===== config.mk =====
export PLATFORM = sky130hd
export DESIGN_NAME = fetch_unit
export DESIGN_NICKNAME = d
export VERILOG_FILES = /design/src/rtl/fetch_unit.sv
export SDC_FILE = /design/constraint.sdc
export NUM_CORES = 1
export LEC_CHECK = 0
export ABC_AREA = 1
export BUFFER_PORTS_ARGS = -buffer_cell sky130_fd_sc_hd__clkbuf_2
export CORE_UTILIZATION = 35
export CTS_CLUSTER_DIAMETER = 40
export CTS_CLUSTER_SIZE = 24
export DETAILED_ROUTE_END_ITERATION = 10
export PLACE_DENSITY = 0.66
export RECOVER_POWER = 25
export SYNTH_ARGS = -nofsm -noshare
export SYNTH_HDL_FRONTEND = slang
export SYNTH_SLANG_ARGS = --single-unit

===== constraint.sdc =====
create_clock -name clk -period 3.1 [get_ports clk]
set_input_delay 0 -clock clk [delete_from_list [all_inputs] [get_ports clk]]
set_output_delay 0 -clock clk [all_outputs]
set_load 0.05 [all_outputs]

===== src/rtl/fetch_unit.sv =====
// Instruction-fetch stage: owns the PC, addresses the asynchronous instruction
// memory and registers the fetched word with its PC into IF/ID.
module fetch_unit #(
    parameter logic [31:0] RESET_PC  = 32'h0000_0000,
    parameter int          IMEM_AW   = 6,
    parameter logic [31:0] NOP_INSTR = 32'h0000_0013
) (
    input  logic               clk,
    input  logic               reset,
    input  logic               stall,
    input  logic               redirect,
    input  logic [31:0]        redirect_pc,
    output logic [IMEM_AW-1:0] imem_addr,
    input  logic [31:0]        imem_data,
    output logic [31:0]        pc,
    output logic [31:0]        ifid_pc,
    output logic [31:0]        ifid_instr,
    output logic               ifid_valid,
    output logic               fetch_fault,
    output logic [31:0]        fetch_count
);

    logic [31:0] pc_q, pc_d;
    logic [31:0] ifid_pc_q, ifid_pc_d;
    logic [31:0] ifid_instr_q, ifid_instr_d;
    logic        ifid_valid_q, ifid_valid_d;
    logic        fault_q, fault_d;
    logic [31:0] count_q, count_d;

    logic in_range;
    logic aligned;
    logic fetch_ok;

    // Anything above the memory's byte span, or not word-aligned, is illegal.
    assign in_range = (pc_q[31:IMEM_AW+2] == '0);
    assign aligned  = (pc_q[1:0] == 2'b00);
    assign fetch_ok = in_range & aligned;

    assign imem_addr = pc_q[IMEM_AW+1:2];

    always_comb begin
        pc_d         = pc_q;
        ifid_pc_d    = ifid_pc_q;
        ifid_instr_d = ifid_instr_q;
        ifid_valid_d = ifid_valid_q;
        fault_d      = fault_q;
        count_d      = count_q;
        if (redirect) begin
            pc_d         = redirect_pc;
            ifid_pc_d    = pc_q;
            ifid_instr_d = NOP_INSTR;
            ifid_valid_d = 1'b0;
            fault_d      = 1'b0;
        end else if (!stall) begin
            pc_d      = pc_q + 32'd4;
            ifid_pc_d = pc_q;
            if (fetch_ok) begin
                ifid_instr_d = imem_data;
                ifid_valid_d = 1'b1;
                fault_d      = 1'b0;
                count_d      = count_q + 32'd1;
            end else begin
                ifid_instr_d = NOP_INSTR;
                ifid_valid_d = 1'b0;
                fault_d      = 1'b1;
            end
        end
    end

    always_ff @(posedge clk) begin
        if (reset) begin
            pc_q         <= RESET_PC;
            ifid_pc_q    <= 32'd0;
            ifid_instr_q <= NOP_INSTR;
            ifid_valid_q <= 1'b0;
            fault_q      <= 1'b0;
            count_q      <= 32'd0;
        end else begin
            pc_q         <= pc_d;
            ifid_pc_q    <= ifid_pc_d;
            ifid_instr_q <= ifid_instr_d;
            ifid_valid_q <= ifid_valid_d;
            fault_q      <= fault_d;
            count_q      <= count_d;
        end
    end

    assign pc          = pc_q;
    assign ifid_pc     = ifid_pc_q;
    assign ifid_instr  = ifid_instr_q;
    assign ifid_valid  = ifid_valid_q;
    assign fetch_fault = fault_q;
    assign fetch_count = count_q;

endmodule


# --- Yosys cells after proc, flatten, opt, wreduce, memory -nomap -nowiden ---
# Index checks and enable logic that the tools add are counted.
totals:
  input_bits: 68
  output_inout_bits: 136
  word_cells: 23
  register_bits: 130
op_classes:
  add_sub_neg: 2
  reduce_logical: 4
  n_mux: 7
  bitwise_logic: 3
  eq_ne: 1
op_table:
  columns: ["cell", "n"]
  rows:
  - ["$mux 32", 5]
  - ["$add 32x1->32 const B", 1]
  - ["$add 32x3->32 const B", 1]
  - ["$logic_not 24->1", 1]
  - ["$reduce_and 3->1", 1]
  - ["$logic_not 2->1", 1]
  - ["$mux 1", 2]
  - ["$ne 2x1->1 const B", 1]
  - ["$not 1->1", 2]
  - ["$reduce_or 2->1", 1]
  - ["$and 1x1->1", 1]

# --- Longest topological paths before layout ---
# Gate-level depths: netlist (run 1).
logic_depth:
  ltp_word: 3
  mapped_depth: 11
  depth_no_buf: 10

# --- Worst setup path before layout (run 1) ---
# OpenSTA, ideal clock, no wires.
synth_path:
  path_kind: "register -> register"
  from: "reg count_q[1], in the netlist fetch_count[1]"
  to: "reg count_q[14], in the netlist fetch_count[14]"
  path_stages_with_launch: 8
  synth_period_minus_slack_ns: 1.897
  required_time_ns: 2.968
  path_slack_ns: 1.203
  setup_ns: 0.132
  arrival_time_ns: 1.765
  n_path_buf: 0
  path_cell_list: "dfxtp_1 ha_1 nand3_1 nor2_1 nand3_1 xnor2_1 nand2_1 a21oi_1"
synth_between:
  elab_chain_len: 1
synth_lines:
  columns: ["item", "line_no", "rtl"]
  rows:
  - ["from (decl)", "28", "logic [31:0] count_q, count_d;"]
  - ["from (signal assigned)", "84", "count_q <= count_d;"]
  - ["$add 32x1->32", "61", "count_d = count_q + 32'd1;"]
# Every way passes these cells.
# A chain may end at the register's enable or synchronous reset.

# --- Worst setup path after layout (run 1) ---
layout_path:
  from: "reg pc_q[14], in the netlist pc[14]"
  to: "reg count_q[19], in the netlist fetch_count[19]"
layout_between:
  elab_chain_len: 3
layout_lines:
  columns: ["item", "line_no", "rtl"]
  rows:
  - ["from (decl)", "23", "logic [31:0] pc_q, pc_d;"]
  - ["from (signal assigned)", "79", "pc_q <= pc_d;"]
  - ["$logic_not 24->1", "35", "assign in_range = (pc_q[31:IMEM_AW+2] == '0);"]
  - ["$and 1x1->1", "37", "assign fetch_ok = in_range & aligned;"]
  - ["$reduce_and 3->1 (no source line)", null, null]
# Every way passes these cells.

==> impl_metrics.env, run 1 <==
export IMPL_end_kind="flip-flop"
export IMPL_cp_common_cell="nor2_1"
export IMPL_instances_no_fill=1480
export IMPL_start_util=0.359
export IMPL_async_flop_share=0
export IMPL_grt_pass1_vias=6948
export IMPL_reg2reg_slack_ps=1200
export IMPL_numCtsBuffers=17
export IMPL_die_y_um=138
export IMPL_die_w_um=138
export IMPL_switching_share=0.283
export IMPL_synthMuxAreaShare=0
export IMPL_cts_sinks=130
export IMPL_final_util=0.488
export IMPL_timing_rr_end="fetch_count[19]$_SDFFE_PP0P_"
export IMPL_wl_per_cell_um=14.8
export IMPL_clock_skew_ps=8.40
export IMPL_cp_arrival_ps=2170
export IMPL_fin_setup_tns_ps=0
export IMPL_cp_buffers_inverters=1
export IMPL_worstSetupPathDepth=9
export IMPL_slowest_delay_ps=420
export IMPL_synthXorXnorAreaFrac=0.0297
export IMPL_seq_area_um2=2600
export IMPL_cts_clk_slew_worst_paths_ps=60
export IMPL_drv_cap=0
export IMPL_coreArea_um2=18000
export IMPL_hold_path_class="input pin to flip-flop"
export IMPL_clkLatencyLatePin_ps=420
export IMPL_slew_violations=0
export IMPL_setup_viol=0
export IMPL_antenna_cells=0
export IMPL_syn_num_nets=1066
export IMPL_ys_seq_area_frac=0.402
export IMPL_hold_ws_ps=18.8
export IMPL_hold_start="stall"
export IMPL_synth_edf_count=0
export IMPL_routed_wl_um=21900
export IMPL_worst_setup_path_type="flip-flop to flip-flop"
export IMPL_r2r_start="pc[14]$_SDFFE_PP0N_"
export IMPL_antenna_found_initial=0
export IMPL_ios=204
export IMPL_cp_startpoint="pc[14]$_SDFFE_PP0N_"
export IMPL_place_area_um2=7600
export IMPL_die_area_um2=19100
export IMPL_yosysWarnings=0
export IMPL_status="finished, final reports clean"
export IMPL_p_int_mw=3.33
export IMPL_fp_row_count=49
export IMPL_grt_overflow=0
export IMPL_gp_congestion=0.907
export IMPL_yosys_area_share_simple=0.333
export IMPL_power_leakage_nw=3.46
export IMPL_p_switching_mw=1.32
export IMPL_slew_limit_headroom=0.350
export IMPL_clockBufferDepth=2
export IMPL_synth_area_per_cell_um2=6.50
export IMPL_rsz0062_at_grt="false"
export IMPL_cts_tree="done"
export IMPL_synth_top_family_by_area="simple AND/OR/NAND/NOR gates"
export IMPL_timing_fmax_mhz=527
export IMPL_combPwrFrac=0.139
export IMPL_required_ps=3380
export IMPL_grt_pass1_wl_um=35100
export IMPL_peakVddDrop_v=0.000386
export IMPL_reg2reg_depth=9
export IMPL_drtPass1Iterations=5
export IMPL_setup_worst_path_start_class="flip-flop"
export IMPL_vias_per_cell=4.96
export IMPL_syn_inst=996
export IMPL_cp_slowest_cell="buf_4"
export IMPL_multi_input_area_um2=3420
export IMPL_netlist_area_um2=6480
export IMPL_hold_viol_final=0
export IMPL_max_slew_worst_pin_slew_ps=975
export IMPL_clockRootBuffer="clkbuf_16"
export IMPL_vias=7345
export IMPL_clockPowerShare=0.472
export IMPL_nFillCells=1852
export IMPL_period_share=0.612
export IMPL_synth_compound_gate_area_share=0.161
export IMPL_synth_fa_ha_area_frac=0.00386
export IMPL_layout_drive_gt1_share=0.156
export IMPL_crit_chain="nor2_1, nand2_1, nor2_1, nand2_2, nor2_8, buf_4, nand4_1, nand2_1, nor2_1"
export IMPL_endpoint="fetch_count[19]$_SDFFE_PP0P_"
export IMPL_drc=0
export IMPL_cp_max_fo=45
export IMPL_cts_max_level=4
export IMPL_post_route_cell_area_um2=8800
export IMPL_synthFlopType="dfxtp_1"
export IMPL_grt_max_degree=62
export IMPL_io_buffers=203
export IMPL_track_usage=0.227
export IMPL_area_growth_synth_to_final_pct=35.8
export IMPL_synth_distinct_cells=31
export IMPL_synth_seq_cells=130
export IMPL_place_inst=1384
export IMPL_ant_nets=0
export IMPL_fin_nets=1308
export IMPL_pwr_density_cell_nw_per_um2=528
export IMPL_dp_hpwl_um=14600
export IMPL_drtIter0Drc=412
export IMPL_critical_path_top_delay_family="simple AND/OR/NAND/NOR gates"
export IMPL_fin_crit_ps=1900
export IMPL_seq_power_share=0.389
[cell type report]
class / count / share of cell area
Inverter: 52 / 0.0222
Tap cell: 229 / 0.0326
Sequential cell: 130 / 0.296
Timing Repair Buffer: 276 / 0.188
Clock buffer: 20 / 0.0530
Clock inverter: 12 / 0.0203
Multi-Input combinational cell: 761 / 0.388
[worst reg2reg max path, cell delays in order (launching register included)]
cell and delay, ps:
dfxtp_1 400, nor2_1 140, nand2_1 60, nor2_1 180
nand2_2 160, nor2_8 120, buf_4 420, nand4_1 140
nand2_1 100, nor2_1 40
[per-stage QoR]
stage | power [mW] | worst slack [ps]
finish | 4.65 | 1200
global route | 4.80 | 1000
CTS | 4.69 | 1190
detailed placement | 2.42 | 1210
global placement | 2.42 | 1260
floorplan | 2.25 | 1200
[power groups by stage]
stage	clock network, mW	logic, mW	registers, mW
finish	2.20	0.646	1.81
detailed placement	0	0.582	1.84
CTS	2.23	0.649	1.81
floorplan	0	0.217	2.03
global placement	0	0.580	1.84
global route	2.30	0.688	1.82
[routing by layer]
metal	global-route usage	share of wire	vias up
met2	0.383	0.47	257
met4	0.112	0.036	0
met3	0.0433	0.047	58
li1	-	-	3701
met5	0	0	-
met1	0.276	0.44	3329
[cell usage after synthesis (2+ instances only)]
cell type / instances / area, um2
nand4_1: 4 / 25.0
buf_2: 10 / 50.1
a211oi_1: 2 / 15.0
nand3_1: 61 / 305
nand3b_1: 2 / 15.0
nand2_1: 297 / 1110
o21ai_0: 72 / 360
a31oi_1: 3 / 18.8
clkinv_1: 2 / 7.51
inv_1: 47 / 176
nor2_1: 150 / 563
ha_1: 2 / 25.0
buf_6: 3 / 33.8
inv_2: 3 / 11.3
and2_1: 3 / 18.8
xnor2_1: 6 / 52.6
or2_2: 2 / 12.5
a21oi_1: 124 / 621
nor2_2: 5 / 31.3
dfxtp_1: 130 / 2600
buf_4: 9 / 67.6
nor3_1: 4 / 20.0
nand2_2: 3 / 18.8
clkbuf_1: 30 / 113
xor2_1: 16 / 140
[kinds of logic after synthesis]
logic type | after synthesis
xor gates and xnor gates | 22
AOI/OAI and AO/OA | 204
buffers and inverters | 105
adders and majority gates | 2
DFF | 130
and+or+nand+nor | 533
[repair_timing]
| item | in CTS | in global routing |
|---|---|---|
| buffers inserted | 0 | 0 |
| endpoints found under the hold margin | 63 | 0 |
| gates resized for setup | 0 | 0 |
| hold buffers | 64 | 0 |
[worst min path at each step]
stage | slack, ps | to | cells after the start
2_1_floorplan | 130 | pc[1]$_SDFFE_PP0P_ | 2
3_3_place_gp | 230 | pc[1]$_SDFFE_PP0P_ | 3
3_5_place_dp | 230 | pc[1]$_SDFFE_PP0P_ | 3
4_1_cts | 9 | pc[2]$_SDFFE_PP0N_ | 3
5_1_grt | 30 | pc[2]$_SDFFE_PP0N_ | 3
6_report | 20 | pc[2]$_SDFFE_PP0N_ | 3
[layout by cell type (no fill, tap or decap), drive strengths merged, types with 3 or more instances in the layout]
cell type / count
clkinv: 6
nor3: 5
xnor2: 6
buf: 9
inv: 51
o21ai: 72
nor2: 156
nand4: 4
xor2: 16
bufinv: 4
a31oi: 3
clkbuf: 223
a21oi: 124
nand2: 300
and2: 3
dlygate4sd3: 64
nand3: 61
dfxtp: 130
clkinvlp: 3
[sequential cells by signal, indices dropped and copies added, names as in the netlist]
name         cells
fetch_count     32
ifid_instr      32
ifid_pc         32
pc              32
fetch_fault      1
ifid_valid       1
(Power assumes the default switching activity.)
==> inputs of run 2 (changes only) <==
- ABC_AREA: 1 -> 0
- PLACE_DENSITY: 0.66 -> 0.68
- clock period: 3.1 -> 1.9 ns (I/O delays scaled with it)
==> impl_metrics.env, run 2 <==
export IMPL_status="finished with violations"
export IMPL_violations="negative setup slack"
export IMPL_antenna_found_initial=0
export IMPL_clockBufferDepth=2
export IMPL_power_total_mw=7.22
export IMPL_required_ps=2250
export IMPL_max_slew_worst_pin_slew_ps=685
export IMPL_yosysWarnings=0
export IMPL_setup_viol=73
export IMPL_dp_hpwl_um=12300
export IMPL_ys_top_cells_by_area="dfxtp_1 (46%), nand2_1 (6.9%), a21oi_1 (6.2%), nor2_1 (5.1%), a22oi_1 (3.9%)"
export IMPL_holdPathStages=4
export IMPL_layout_drive_gt1_share=0.339
export IMPL_pwr_density_cell_nw_per_um2=815
export IMPL_slew_violations=0
export IMPL_cts_tree="done"
export IMPL_synth_commonest_cells="dfxtp_1 (130), nand2_1 (103), nor2_1 (76)"
export IMPL_ant_nets=0
export IMPL_cp_max_fo=9
export IMPL_setup_worst_path_start_class="flip-flop"
export IMPL_power_leakage_nw=3.64
export IMPL_drv_cap=0
export IMPL_slew_limit_headroom=0.545
export IMPL_clock_skew_ps=9.84
export IMPL_synth_top_area_frac=0.465
export IMPL_die_y_um=128
export IMPL_grt_pass1_wl_um=29700
export IMPL_area_growth_synth_to_final_pct=58.2
export IMPL_coreArea_um2=15400
export IMPL_synthFlopType="dfxtp_1"
export IMPL_ios=204
export IMPL_drtPass1Iterations=5
export IMPL_ys_seq_area_frac=0.465
export IMPL_dp_slack_ps=-503
export IMPL_vias_per_cell=5.08
export IMPL_start_util=0.363
export IMPL_io_buffers=203
export IMPL_setup_slack_ps=-499
export IMPL_rsz0062_at_grt="true"
export IMPL_period_share=1.26
export IMPL_cts_max_level=4
export IMPL_wl_per_cell_um=15.4
export IMPL_worst_setup_path_type="flip-flop to flip-flop"
export IMPL_die_w_um=128
export IMPL_post_synth_top_count_cell="dfxtp_1"
export IMPL_gp_congestion=0.832
export IMPL_cts_clk_slew_worst_paths_ps=60
export IMPL_track_usage=0.229
export IMPL_synth_seq_cells=130
export IMPL_synth_edf_count=0
export IMPL_fin_crit_ps=2400
export IMPL_timing_fmax_mhz=417
export IMPL_final_cell_mix="clkbuf_2 (156), nand2_1 (103), dfxtp_1 (99)"
export IMPL_cts_sinks=130
export IMPL_fin_nets=1077
export IMPL_peakVddDrop_v=0.000619
export IMPL_hold_viol_final=0
export IMPL_clkLatencyLatePin_ps=420
export IMPL_die_area_um2=16500
export IMPL_antenna_cells=0
export IMPL_drc=0
export IMPL_routed_wl_um=18900
export IMPL_cp_arrival_ps=2740
export IMPL_synth_distinct_cells=45
export IMPL_grt_pass1_vias=5916
export IMPL_final_common_cell="clkbuf_2"
export IMPL_fp_row_count=45
export IMPL_syn_num_nets=744
export IMPL_numCtsBuffers=17
export IMPL_synth_top_area_cell="dfxtp_1"
export IMPL_hold_path_class="input pin to flip-flop"
export IMPL_grt_max_degree=98
export IMPL_end_kind="flip-flop"
export IMPL_drtIter0Drc=342
export IMPL_netlist_area_um2=5600
export IMPL_clockRootBuffer="clkbuf_16"
export IMPL_reg2reg_depth=5
export IMPL_synth_area_per_cell_um2=8.31
export IMPL_syn_inst=674
export IMPL_async_flop_share=0
export IMPL_grt_overflow=0
export IMPL_vias=6251
==> run 2: kinds of logic (layout without fill, tap and decap cells) <==
group,count (synthesis),after routing,synth area share
flip-flops,130,130,0.465
XOR/XNOR,37,37,0.0579
multiplexers,4,4,0.00715
adder cells (fa/ha/maj),2,2,0.00447
AND/OR/NAND/NOR,301,301,0.262
buffers and inverters,58,404,0.0489
AO/OA/AOI/OAI,142,142,0.154
==> run 2: what timing repair did <==
item	in CTS	in global routing
gates resized for setup	13	19
hold buffers	64	0
pin swaps	9	7
endpoints found under the setup margin	65	67
buffers inserted	1	3
cloned	1	2
endpoints found under the hold margin	64	0
==> run 2: layer usage <==
layer,part of all wire,track usage,routed length (um),up-vias
li1,-,-,-,3066
met1,0.43,0.281,8150,2935
met2,0.49,0.387,9190,217
met3,0.059,0.0574,1120,33
met4,0.025,0.0872,482,0
met5,0,0,0,-
==> run 2: worst paths after layout <==
kind | from | to | slack [ps]
worst min register to register | ifid_pc[30]$_SDFFE_PP0N_ | ifid_pc[30]$_SDFFE_PP0N_ | 450
worst max-delay path | pc[20]$_SDFFE_PP0N_ | fetch_count[9]$_SDFFE_PP0P_ | -500
worst max register to register | pc[20]$_SDFFE_PP0N_ | fetch_count[9]$_SDFFE_PP0P_ | -500
worst min-delay path | redirect | pc[9]$_SDFFE_PP0N_ | 80
==> run 2: worst max-delay path: stages, from the launching register on <==
cell,delay [ps]
dfxtp_2,320
or4_4,540
or4_4,510
buf_6,190
or4_2,640
a21oi_1,130
==> run 2: power breakdown <==
part           total [mW]  internal, mW  switching, mW
logic                1.00         0.352          0.653
registers            2.85          2.80         0.0535
clock network        3.36          2.06           1.30
==> run 2: metrics by stage <==
stage	TNS [ps]	cell area, um2	instances	hold WS (ps)	util
floorplan	-24240	5700	674	134	-
detailed placement	-22010	7430	1128	229	0.482
finish	-23350	8860	1231	75.4	0.574
global placement	-20780	7430	1128	224	0.482
CTS	-22040	8760	1226	57.6	0.568
global route	-28960	8860	1231	76.2	0.574
==> run 2: layout make-up <==
type / count / area (um2)
Fill cell: 1446 / 6570
Multi-Input combinational cell: 486 / 2880
Sequential cell: 130 / 2660
Timing Repair Buffer: 365 / 2410
Clock buffer: 19 / 464
Tap cell: 211 / 264
Clock inverter: 13 / 146
Inverter: 7 / 26.3
==> inputs of run 3 (changes only) <==
- RECOVER_POWER: 25 -> default
==> impl_metrics.env, run 3 (synthesis gave the netlist of run 2 again) <==
export IMPL_status="finished with violations"
export IMPL_violations="negative setup slack"
export IMPL_start_util=0.363
export IMPL_clock_skew_ps=11.4
export IMPL_setup_slack_ps=-497
export IMPL_required_ps=2250
export IMPL_fin_nets=1077
export IMPL_holdPathStages=4
export IMPL_drv_cap=0
export IMPL_grt_max_degree=98
export IMPL_power_total_mw=7.24
export IMPL_cts_max_level=4
export IMPL_hold_viol_final=0
export IMPL_clockBufferDepth=2
export IMPL_clkLatencyLatePin_ps=420
export IMPL_timing_fmax_mhz=417
export IMPL_coreArea_um2=15400
export IMPL_peakVddDrop_v=0.000619
export IMPL_die_y_um=128
export IMPL_drc=0
export IMPL_final_common_cell="clkbuf_2"
export IMPL_cp_arrival_ps=2740
export IMPL_routed_wl_um=19000
export IMPL_timing_rr_end="fetch_count[9]$_SDFFE_PP0P_"
export IMPL_grt_pass1_vias=5916
export IMPL_antenna_cells=0
export IMPL_ios=204
export IMPL_reg2reg_slack_ps=-500
export IMPL_track_usage=0.229
export IMPL_holdPathEnd="pc[9]$_SDFFE_PP0N_"
export IMPL_cts_tree="done"
export IMPL_r2r_start="pc[20]$_SDFFE_PP0N_"
export IMPL_layout_drive_gt1_share=0.387
export IMPL_hold_path_class="input pin to flip-flop"
export IMPL_setup_viol=66
export IMPL_cp_max_fo=9
export IMPL_worst_setup_path_type="flip-flop to flip-flop"
export IMPL_numCtsBuffers=17
export IMPL_grt_overflow=0
export IMPL_drtIter0Drc=373
export IMPL_reg2reg_depth=5
export IMPL_ant_nets=0
export IMPL_end_kind="flip-flop"
export IMPL_antenna_found_initial=0
export IMPL_cts_clk_slew_worst_paths_ps=60
export IMPL_power_leakage_nw=3.81
export IMPL_die_area_um2=16500
export IMPL_io_buffers=203
export IMPL_final_util=0.579
export IMPL_max_slew_worst_pin_slew_ps=592
export IMPL_vias_per_cell=5.08
export IMPL_dp_hpwl_um=12300
export IMPL_die_w_um=128
export IMPL_rsz0062_at_grt="true"
export IMPL_slew_limit_headroom=0.605
export IMPL_pwr_density_cell_nw_per_um2=811
export IMPL_setup_worst_path_start_class="flip-flop"
export IMPL_slew_violations=0
export IMPL_cts_sinks=130
export IMPL_drtPass1Iterations=5
export IMPL_period_share=1.26
export IMPL_wl_per_cell_um=15.4
export IMPL_hold_start="redirect"
export IMPL_grt_pass1_wl_um=29700
export IMPL_area_growth_synth_to_final_pct=59.4
export IMPL_fin_crit_ps=2400
export IMPL_fp_row_count=45
export IMPL_clockRootBuffer="clkbuf_16"
export IMPL_vias=6253
export IMPL_final_cell_mix="clkbuf_2 (202), nand2_1 (103), dfxtp_1 (98)"
export IMPL_gp_congestion=0.832
==> run 3: changes by cell type in the layout (fill, tap and decap cells not counted) <==
| cell | change |
|---|---|
| buf_4 | +2 |
| clkbuf_1 | -48 |
| dfxtp_4 | +1 |
| clkbuf_2 | +46 |
| dfxtp_1 | -1 |
==> run 3: layer usage <==
| layer | global-route usage | part of all wire | routed length, um | vias to the layer above |
|---|---|---|---|---|
| met5 | 0 | 0 | 0 | - |
| met4 | 0.0872 | 0.026 | 488 | 0 |
| met3 | 0.0574 | 0.060 | 1140 | 35 |
| met2 | 0.387 | 0.48 | 9200 | 229 |
| met1 | 0.281 | 0.43 | 8140 | 2920 |
| li1 | - | - | - | 3069 |
==> run 3: power breakdown <==
group          switching (mW)  internal, mW
Combinational           0.653         0.360
Sequential             0.0536          2.80
Clock                    1.31          2.06
Total                    2.01          5.22
==> run 3: cell type report <==
class                   count  area (um2)
clock inverters            13         146
repair buffers            365        2480
inverters                   7        26.3
flip-flops and latches    130        2670
clock buffers              19         464
multi-input cells         486        2880
well taps                 211         264
fillers                  1413        6500
==> run 3: through the flow <==
step / setup TNS, ps / setup WS, ps / instances / instance area [um2] / hold WS [ps]
global route: -27750 / -542 / 1231 / 8920 / 76.2
finish: -23050 / -497 / 1231 / 8920 / 76.1
floorplan: -24240 / -764 / 674 / 5700 / 134
global placement: -20780 / -475 / 1128 / 7430 / 224
CTS: -22040 / -476 / 1226 / 8760 / 57.6
detailed placement: -22010 / -503 / 1128 / 7430 / 229
==> run 3: worst max-delay path by stage <==
stage	startpoint	endpoint	slack, ps	cells past startpoint
final	pc[20]$_SDFFE_PP0N_	fetch_count[9]$_SDFFE_PP0P_	-500	5
after global routing	pc[20]$_SDFFE_PP0N_	fetch_count[14]$_SDFFE_PP0P_	-540	5
after CTS	pc[20]$_SDFFE_PP0N_	fetch_count[14]$_SDFFE_PP0P_	-480	5
after detailed placement	pc[20]$_SDFFE_PP0N_	fetch_count[12]$_SDFFE_PP0P_	-500	6
after global placement	pc[20]$_SDFFE_PP0N_	fetch_count[14]$_SDFFE_PP0P_	-470	5
after floorplan	pc[18]$_SDFFE_PP0N_	fetch_count[14]$_SDFFE_PP0P_	-760	8
==> run 3: worst max-delay path, cell delays in order, from the launching register on <==
cell     delay [ps]
dfxtp_2         320
or4_4           540
or4_4           510
buf_6           190
or4_2           640
a21oi_1         130
==> run 3: what timing repair did <==
item	CTS	global route
cloned	1	2
endpoints found under the hold margin	64	0
pin swaps	9	7
endpoints found under the setup margin	65	67
resized for setup	13	19
hold buffers	64	0
setup buffers	1	3
